File: src/rtl/lsu_ctrl_if.sv
// Bundle between execute, lsu_ctrl and data memory: request, memory access, writeback and exception.
// The slave modport is the unit's view; the master modport is the environment's view.
interface lsu_ctrl_if #(
    parameter int ADDR_W = 17
);
    // req_valid/req_ready: an op transfers on a rising edge where both are high;
    // req_* must be stable only on that edge, and the unit ignores req_valid while req_ready is low.
    logic              req_valid;
    logic              req_ready;
    logic [5:0]        req_alucode;
    logic              req_is_load;
    logic              req_is_store;
    logic [31:0]       req_addr;
    logic [31:0]       req_wdata;
    logic [4:0]        req_rd;

    logic              mem_re;
    logic              mem_we;
    logic [3:0]        mem_be;
    logic [ADDR_W-3:0] mem_addr;
    logic [31:0]       mem_wdata;
    logic [31:0]       mem_rdata;

    logic              wb_valid;
    logic [4:0]        wb_rd;
    logic [31:0]       wb_data;

    logic              exc_valid;
    logic [1:0]        exc_cause;
    logic [31:0]       exc_addr;

    modport slave (
        input  req_valid, req_alucode, req_is_load, req_is_store, req_addr, req_wdata, req_rd,
        input  mem_rdata,
        output req_ready, mem_re, mem_we, mem_be, mem_addr, mem_wdata,
        output wb_valid, wb_rd, wb_data, exc_valid, exc_cause, exc_addr
    );

    modport master (
        output req_valid, req_alucode, req_is_load, req_is_store, req_addr, req_wdata, req_rd,
        output mem_rdata,
        input  req_ready, mem_re, mem_we, mem_be, mem_addr, mem_wdata,
        input  wb_valid, wb_rd, wb_data, exc_valid, exc_cause, exc_addr
    );
endinterface

File: src/rtl/lsu_ctrl.sv
// Load/store control: classifies one request, drives a byte-enabled word access,
// then lane-selects and extends load data for writeback or reports a fault.
module lsu_ctrl #(
    parameter int ADDR_W = 17
) (
    input  logic       clk,
    input  logic       rst_n,
    lsu_ctrl_if.slave  bus,
    output logic [2:0] dbg_state
);
    localparam logic [5:0] ALU_LB  = 6'd18;
    localparam logic [5:0] ALU_LH  = 6'd19;
    localparam logic [5:0] ALU_LW  = 6'd20;
    localparam logic [5:0] ALU_LBU = 6'd21;
    localparam logic [5:0] ALU_LHU = 6'd22;
    localparam logic [5:0] ALU_SB  = 6'd23;
    localparam logic [5:0] ALU_SH  = 6'd24;
    localparam logic [5:0] ALU_SW  = 6'd25;

    typedef enum logic [2:0] {
        IDLE  = 3'd0,
        ISSUE = 3'd1,
        WAIT  = 3'd2,
        RESP  = 3'd3,
        FAULT = 3'd4
    } state_t;

    state_t      state, next_state;
    logic [5:0]  op_code;
    logic        op_load;
    logic [31:0] op_addr;
    logic [31:0] op_wdata;
    logic [4:0]  op_rd;
    logic [1:0]  op_cause;
    logic [31:0] load_data;

    logic        accept;
    logic        ld_code, st_code, legal, misaligned, out_of_range;
    logic [1:0]  req_width, op_width, req_cause;
    logic [31:0] lane;
    logic [3:0]  be_calc;
    logic [31:0] wdata_calc;

    // 0 = byte, 1 = halfword, 2 = word
    function automatic logic [1:0] width_of(input logic [5:0] code);
        case (code)
            ALU_LB, ALU_LBU, ALU_SB: return 2'd0;
            ALU_LH, ALU_LHU, ALU_SH: return 2'd1;
            default:                 return 2'd2;
        endcase
    endfunction

    always_comb begin
        ld_code      = bus.req_alucode inside {ALU_LB, ALU_LH, ALU_LW, ALU_LBU, ALU_LHU};
        st_code      = bus.req_alucode inside {ALU_SB, ALU_SH, ALU_SW};
        legal        = (bus.req_is_load && !bus.req_is_store && ld_code) ||
                       (bus.req_is_store && !bus.req_is_load && st_code);
        req_width    = width_of(bus.req_alucode);
        misaligned   = (req_width == 2'd1 && bus.req_addr[0]) ||
                       (req_width == 2'd2 && bus.req_addr[1:0] != 2'b00);
        out_of_range = |bus.req_addr[31:ADDR_W];
        // illegal outranks misaligned, which outranks out-of-range
        if (!legal)            req_cause = 2'b11;
        else if (misaligned)   req_cause = 2'b01;
        else if (out_of_range) req_cause = 2'b10;
        else                   req_cause = 2'b00;
    end

    assign accept = bus.req_valid && bus.req_ready;

    always_ff @(posedge clk or negedge rst_n) begin
        if (!rst_n) state <= IDLE;
        else        state <= next_state;
    end

    always_comb begin
        next_state = state;
        case (state)
            IDLE:    if (accept) next_state = (req_cause != 2'b00) ? FAULT : ISSUE;
            ISSUE:   next_state = op_load ? WAIT : IDLE;
            WAIT:    next_state = RESP;
            RESP:    next_state = IDLE;
            FAULT:   next_state = IDLE;
            default: next_state = IDLE;
        endcase
    end

    always_ff @(posedge clk or negedge rst_n) begin
        if (!rst_n) begin
            op_code  <= '0;
            op_load  <= 1'b0;
            op_addr  <= '0;
            op_wdata <= '0;
            op_rd    <= '0;
            op_cause <= '0;
        end else if (accept) begin
            op_code  <= bus.req_alucode;
            op_load  <= bus.req_is_load;
            op_addr  <= bus.req_addr;
            op_wdata <= bus.req_wdata;
            op_rd    <= bus.req_rd;
            op_cause <= req_cause;
        end
    end

    // Halfword and word ops are aligned here, so one byte-granular shift serves all widths.
    assign lane = bus.mem_rdata >> {op_addr[1:0], 3'b000};

    always_ff @(posedge clk or negedge rst_n) begin
        if (!rst_n) begin
            load_data <= '0;
        end else if (state == WAIT) begin
            case (op_code)
                ALU_LB:  load_data <= {{24{lane[7]}}, lane[7:0]};
                ALU_LBU: load_data <= {24'd0, lane[7:0]};
                ALU_LH:  load_data <= {{16{lane[15]}}, lane[15:0]};
                ALU_LHU: load_data <= {16'd0, lane[15:0]};
                default: load_data <= lane;
            endcase
        end
    end

    always_comb begin
        op_width = width_of(op_code);
        case (op_width)
            2'd0: begin
                be_calc    = 4'b0001 << op_addr[1:0];
                wdata_calc = {4{op_wdata[7:0]}};
            end
            2'd1: begin
                be_calc    = op_addr[1] ? 4'b1100 : 4'b0011;
                wdata_calc = {2{op_wdata[15:0]}};
            end
            default: begin
                be_calc    = 4'b1111;
                wdata_calc = op_wdata;
            end
        endcase
    end

    always_comb begin
        bus.req_ready = rst_n && (state == IDLE);
        bus.mem_re    = 1'b0;
        bus.mem_we    = 1'b0;
        bus.mem_be    = 4'b0000;
        bus.mem_wdata = '0;
        bus.mem_addr  = op_addr[ADDR_W-1:2];
        bus.wb_valid  = (state == RESP);
        bus.wb_rd     = op_rd;
        bus.wb_data   = load_data;
        bus.exc_valid = (state == FAULT);
        bus.exc_cause = op_cause;
        bus.exc_addr  = op_addr;
        if (state == ISSUE) begin
            bus.mem_re    = op_load;
            bus.mem_we    = !op_load;
            bus.mem_be    = be_calc;
            bus.mem_wdata = op_load ? 32'd0 : wdata_calc;
        end
    end

    assign dbg_state = state;
endmodule

File: src/flat_wrapper.sv
// flat-port wrapper written by rule: the top's interface ports become plain ports
module lsu_ctrl_flat 
#(
    parameter int ADDR_W = 17
)
  (clk, rst_n, dbg_state, bus_req_valid, bus_req_alucode, bus_req_is_load, bus_req_is_store, bus_req_addr, bus_req_wdata, bus_req_rd, bus_mem_rdata, bus_req_ready, bus_mem_re, bus_mem_we, bus_mem_be, bus_mem_addr, bus_mem_wdata, bus_wb_valid, bus_wb_rd, bus_wb_data, bus_exc_valid, bus_exc_cause, bus_exc_addr);
  lsu_ctrl_if #(.ADDR_W(ADDR_W)) bus_i ();
  input  logic clk;
  input  logic rst_n;
  output logic [2:0] dbg_state;
  input wire logic [$bits(bus_i.req_valid)-1:0] bus_req_valid;
  input wire logic [$bits(bus_i.req_alucode)-1:0] bus_req_alucode;
  input wire logic [$bits(bus_i.req_is_load)-1:0] bus_req_is_load;
  input wire logic [$bits(bus_i.req_is_store)-1:0] bus_req_is_store;
  input wire logic [$bits(bus_i.req_addr)-1:0] bus_req_addr;
  input wire logic [$bits(bus_i.req_wdata)-1:0] bus_req_wdata;
  input wire logic [$bits(bus_i.req_rd)-1:0] bus_req_rd;
  input wire logic [$bits(bus_i.mem_rdata)-1:0] bus_mem_rdata;
  output wire logic [$bits(bus_i.req_ready)-1:0] bus_req_ready;
  output wire logic [$bits(bus_i.mem_re)-1:0] bus_mem_re;
  output wire logic [$bits(bus_i.mem_we)-1:0] bus_mem_we;
  output wire logic [$bits(bus_i.mem_be)-1:0] bus_mem_be;
  output wire logic [$bits(bus_i.mem_addr)-1:0] bus_mem_addr;
  output wire logic [$bits(bus_i.mem_wdata)-1:0] bus_mem_wdata;
  output wire logic [$bits(bus_i.wb_valid)-1:0] bus_wb_valid;
  output wire logic [$bits(bus_i.wb_rd)-1:0] bus_wb_rd;
  output wire logic [$bits(bus_i.wb_data)-1:0] bus_wb_data;
  output wire logic [$bits(bus_i.exc_valid)-1:0] bus_exc_valid;
  output wire logic [$bits(bus_i.exc_cause)-1:0] bus_exc_cause;
  output wire logic [$bits(bus_i.exc_addr)-1:0] bus_exc_addr;
  assign bus_i.req_valid = bus_req_valid;
  assign bus_i.req_alucode = bus_req_alucode;
  assign bus_i.req_is_load = bus_req_is_load;
  assign bus_i.req_is_store = bus_req_is_store;
  assign bus_i.req_addr = bus_req_addr;
  assign bus_i.req_wdata = bus_req_wdata;
  assign bus_i.req_rd = bus_req_rd;
  assign bus_i.mem_rdata = bus_mem_rdata;
  assign bus_req_ready = bus_i.req_ready;
  assign bus_mem_re = bus_i.mem_re;
  assign bus_mem_we = bus_i.mem_we;
  assign bus_mem_be = bus_i.mem_be;
  assign bus_mem_addr = bus_i.mem_addr;
  assign bus_mem_wdata = bus_i.mem_wdata;
  assign bus_wb_valid = bus_i.wb_valid;
  assign bus_wb_rd = bus_i.wb_rd;
  assign bus_wb_data = bus_i.wb_data;
  assign bus_exc_valid = bus_i.exc_valid;
  assign bus_exc_cause = bus_i.exc_cause;
  assign bus_exc_addr = bus_i.exc_addr;
  lsu_ctrl #(.ADDR_W(ADDR_W)) u_core (.clk(clk), .rst_n(rst_n), .bus(bus_i), .dbg_state(dbg_state));
endmodule
File: config.mk
export PLATFORM = sky130hd
export DESIGN_NAME = lsu_ctrl_flat
export DESIGN_NICKNAME = d
export VERILOG_FILES = /design/src/rtl/lsu_ctrl_if.sv /design/src/rtl/lsu_ctrl.sv /design/src/flat_wrapper.sv
export SDC_FILE = /design/constraint.sdc
export NUM_CORES = 1
export LEC_CHECK = 0
export BUFFER_PORTS_ARGS = -buffer_cell sky130_fd_sc_hd__buf_2
export CORE_MARGIN = 10
export CORE_UTILIZATION = 44
export CTS_CLUSTER_SIZE = 20
export DETAILED_ROUTE_END_ITERATION = 10
export PLACE_DENSITY = 0.77
export SLEW_MARGIN = 20
export SYNTH_ARGS = -nofsm -noshare
export SYNTH_HDL_FRONTEND = slang
export SYNTH_SLANG_ARGS = --single-unit
File: constraint.sdc
create_clock -name clk -period 1.7 [get_ports clk]
set_input_delay 0.17 -clock clk [delete_from_list [all_inputs] [get_ports clk]]
set_output_delay 0.17 -clock clk [all_outputs]
set_load 0.05 [all_outputs]
==> results summary <==
The clock reaches the later pin of the worst-skew pair after 0.44 ns. The floorplan die width is around 130 um. TritonCTS built the clock tree. The area share of the largest cell type after synthesis came out at between 40% and 50%. After synthesis, the mean cell area works out to 8.54 sq um. The max-capacitance violation count is 0. The worst hold path belongs to the class in -> reg.

The maximum resistive drop on vdd is 0.00167 V. The worst endpoint required time came out at ~1.5 ns. The max-slew violation total from the final report is 0. The total via count after detailed routing came out at between 7000 and 8000. In this run, synthesis inferred 0 flip-flops with an integrated enable. The leakage power figure came out at approximately 5.6 nW. The period utilization came out at 150%.

The share of async-settable or async-resettable flops after synthesis is 100%. The routed via count divided by cell count is slightly below 6. The cell area power density is between 2000 and 2500 nW/um^2. The critical path in this run is classified as reg -> out.

The distinct cell type count after synthesis is 45. No sink is reached through more buffers than the 2 on the longest clock path. The floorplan step set the die height to between 100 and 150 um. The die footprint is around 18000 sq um. The post-detailed-route DRC marker count came out at 0. The worst-case clock skew is 0.0199 ns. The pre-antenna-repair detailed-routing pass consisted of 5 iterations. After detailed routing, the total wire length is ~34000 um.

The worst setup path is launched from a flip-flop. The placed wire-length estimate is approximately 15000 um. The number of port buffers came out at approximately 240. The area growth from synthesis to final layout is 99.6%. In the global route stage, overall resource usage came out at a little over a quarter. For this run the aggregate overflow at the end of global routing stands at 0.

In the final layout, the multi-input gates occupy between 4000 and 5000 sq um. The flow ran to the end, but the final reports show violations. The area taken by flip-flops and latches came out at 2840 sq um. The total of fill cells in the finished design is between 400 and 500.

The synthesized cell area is 5740 sq um. Setup total negative slack on the finished layout was measured at -46.01 ns. At the pin with the least slew margin, the transition time is between 0.6 and 0.7 ns. The wire length of the first global-routing pass came out at around 40000 um. In the synthesized netlist the dominant register cell turns out to be sky130_fd_sc_hd__dfrtp_1.

The number of antenna violations at the first check in global routing is 8. The upper clock frequency limit is roughly 390 MHz. In this run the tightest slew margin relative to its limit is a little under three fifths. The worst hold-check slack is ~0.059 ns.

Setup repair after global routing could not meet its margin everywhere. The worst path setup slack after routing came out at -0.851 ns. The checks that failed: setup timing. The initialized floorplan defines 41 standard-cell rows. The post-synth net total came out at between 700 and 800.

The commonest cells after synthesis are sky130_fd_sc_hd__nand2_1 (283), sky130_fd_sc_hd__dfrtp_1 (113), sky130_fd_sc_hd__nor2_1 (47), sky130_fd_sc_hd__mux2i_1 (26), sky130_fd_sc_hd__clkbuf_1 (21). The post-route antenna net violation count is 0. The most common cell in the synthesized netlist is sky130_fd_sc_hd__nand2_1. The TritonCTS sink count came out at 113. The number of buffers created by CTS came out at 17. Once the floorplan was initialized, standard cells occupied between 40% and 50% of the core. The worst setup path is captured at an output port. After the first detailed-routing iteration, the DRC count stood at 804. The synthesized design contains about 110 register bits. The top cell type by total area after synthesis is sky130_fd_sc_hd__dfrtp_1. Yosys attributes the largest share of cell area to sky130_fd_sc_hd__dfrtp_1 (49%), sky130_fd_sc_hd__nand2_1 (19%), sky130_fd_sc_hd__mux2i_1 (4.5%). The maximum net fanout on the critical path is 7.

The I/O pin count is approximately 240. The core footprint came out at between 10000 and 15000 sq um. Setup violations remaining at the end of the flow were counted as 127. The clock input transition at the sequential cells of the worst setup and hold paths came out at ~0.05 ns.

The count of H-tree levels built during CTS is 4. Data arrives at the worst endpoint at roughly 2.4 ns. The gate count of the mapped netlist came out at ~670. The number of global-route vias before repair came out at ~7000. Routability-driven placement finished with a final weighted congestion of slightly below 0.9. The tree is rooted in a sky130_fd_sc_hd__clkbuf_16. The minimum period implied by the final worst setup slack is 2.55 ns.

The worst setup slack before clock tree synthesis came out at -0.354 ns. The layout net count came out at roughly 1200. The pin count of the biggest net entering global routing came out at approximately 110. The share of the yosys chip area belonging to registers came out at 49.3%. In the final routed layout, each cell accounts on average for between 20 and 30 um.

The count of yosys warnings during synthesis came out at 0. The final hold violation count came out at 0. The fraction of final layout cells sized beyond drive strength 1 came out at 62.7%.
[worst paths after layout]
| check | startpoint | slack (ns) | cells past startpoint | endpoint |
|---|---|---|---|---|
| max in group asynchronous | rst_n | 0.79 | 3 | u_core.op_code[0]$_DFFE_PN0P_ |
| max reg2reg | u_core.dbg_state[1]$_DFFE_PN0P_ | -0.36 | 10 | u_core.bus.exc_addr[29]$_DFFE_PN0P_ |
| min | bus_req_alucode[4] | 0.06 | 3 | u_core.op_code[4]$_DFFE_PN0P_ |
| min in group asynchronous | rst_n | 0.38 | 3 | u_core.op_code[1]$_DFFE_PN0P_ |
| min reg2reg | u_core.bus.wb_data[2]$_DFFE_PN0N_ | 0.47 | 2 | u_core.bus.wb_data[2]$_DFFE_PN0N_ |
| max | u_core.op_code[2]$_DFFE_PN0P_ | -0.85 | 8 | bus_mem_wdata[13] |
[sequential cells by signal (all words and copies together), names as in the netlist]
signal                flops
u_core.bus.wb_rd          5
u_core.op_wdata          32
u_core.dbg_state          3
u_core.op_code            6
u_core.bus.exc_addr      32
u_core.bus.exc_cause      2
u_core.op_load            1
u_core.bus.wb_data       32
[critical path, stage by stage (launching register included)]
cell	delay (ns)
sky130_fd_sc_hd__dfrtp_2	0.45
sky130_fd_sc_hd__buf_4	0.18
sky130_fd_sc_hd__and2_1	0.18
sky130_fd_sc_hd__o21ai_2	0.28
sky130_fd_sc_hd__buf_12	0.18
sky130_fd_sc_hd__buf_12	0.14
sky130_fd_sc_hd__mux2i_4	0.29
sky130_fd_sc_hd__nor2_4	0.08
sky130_fd_sc_hd__buf_8	0.17
[power breakdown]
part | internal (W) | leakage (nW) | switching [W]
Combinational | 0.00488 | 3.92 | 0.00910
Clock | 0.00243 | 0.295 | 0.00138
Sequential | 0.00396 | 1.36 | 0.00173
Total | 0.0113 | 5.58 | 0.0122
[layout make-up]
type	count	area share, %
multi-input combinational	502	36.1
timing repair buffer	410	31.6
sequential	113	24.8
clock buffer	23	4.26
tap	172	1.88
clock inverter	6	0.918
antenna	11	0.240
inverter	5	0.208
timing repair inverter	1	0.0655
[stage by stage]
stage / cell area [sq um] / total power [W] / cells / utilization, %
finish: 11500 / 0.0235 / 1243 / 90.4
global route: 11400 / 0.0241 / 1240 / 90.3
global placement: 7800 / 0.0151 / 1083 / 61.6
floorplan: 6280 / 0.0127 / 672 / -
detailed placement: 7800 / 0.0152 / 1083 / 61.6
CTS: 9920 / 0.0202 / 1195 / 78.3
[layer usage]
metal	GRT usage, %	vias up	wire [um]
li1	-	2982	-
met1	31.1	3514	11400
met2	44.8	658	16300
met3	8.40	232	3570
met4	15.3	0	2940
met5	0	-	0
[cells by family (layout without fill, tap and decap cells)]
family	after synthesis	count (layout)	share of synthesized area, %
and+or+nand+nor	384	387	28.7
DFF	113	113	49.3
AOI/OAI and AO/OA	80	80	9.92
buffers and inverters	60	445	5.63
muxes	34	34	6.30
xor gates and xnor gates	1	1	0.153
other	0	11	0
[cell usage in the layout, fill, tap and decap left out, types with 4 or more instances in the layout]
| cell type | n |
|---|---|
| sky130_fd_sc_hd__inv_1 | 4 |
| sky130_fd_sc_hd__o22a_1 | 16 |
| sky130_fd_sc_hd__o21ai_1 | 4 |
| sky130_fd_sc_hd__nor2_4 | 26 |
| sky130_fd_sc_hd__o21ai_0 | 9 |
| sky130_fd_sc_hd__buf_4 | 45 |
| sky130_fd_sc_hd__nor3b_2 | 6 |
| sky130_fd_sc_hd__nor3b_4 | 4 |
| sky130_fd_sc_hd__nand3b_1 | 4 |
| sky130_fd_sc_hd__mux2i_1 | 17 |
| sky130_fd_sc_hd__mux2i_4 | 8 |
| sky130_fd_sc_hd__dlygate4sd3_1 | 68 |
| sky130_fd_sc_hd__dfrtp_1 | 104 |
| sky130_fd_sc_hd__nand2_2 | 108 |
| sky130_fd_sc_hd__dfrtp_2 | 9 |
| sky130_fd_sc_hd__nand2_1 | 102 |
| sky130_fd_sc_hd__o221ai_2 | 7 |
| sky130_fd_sc_hd__nor3b_1 | 4 |
| sky130_fd_sc_hd__nor2_1 | 19 |
| sky130_fd_sc_hd__buf_16 | 4 |
| sky130_fd_sc_hd__clkbuf_8 | 4 |
| sky130_fd_sc_hd__clkbuf_16 | 31 |
| sky130_fd_sc_hd__buf_6 | 37 |
| sky130_fd_sc_hd__and2_4 | 12 |
| sky130_fd_sc_hd__a21oi_1 | 10 |
| sky130_fd_sc_hd__buf_8 | 27 |
| sky130_fd_sc_hd__mux2_2 | 7 |
| sky130_fd_sc_hd__a21oi_4 | 8 |
| sky130_fd_sc_hd__nand2_4 | 73 |
| sky130_fd_sc_hd__o211ai_1 | 7 |
| sky130_fd_sc_hd__buf_2 | 199 |
| sky130_fd_sc_hd__buf_12 | 16 |
| sky130_fd_sc_hd__diode_2 | 11 |
[repair_timing]
action / 4_1_cts / 5_1_grt
endpoints found under the setup margin: 42 / 145
hold buffers: 68 / 0
pin swaps: 9 / 116
gates resized for setup: 169 / 294
buffers inserted: 8 / 22
cloned: 7 / 19
hold endpoints to repair: 180 / 0
Power figures use the tool's default switching activity.
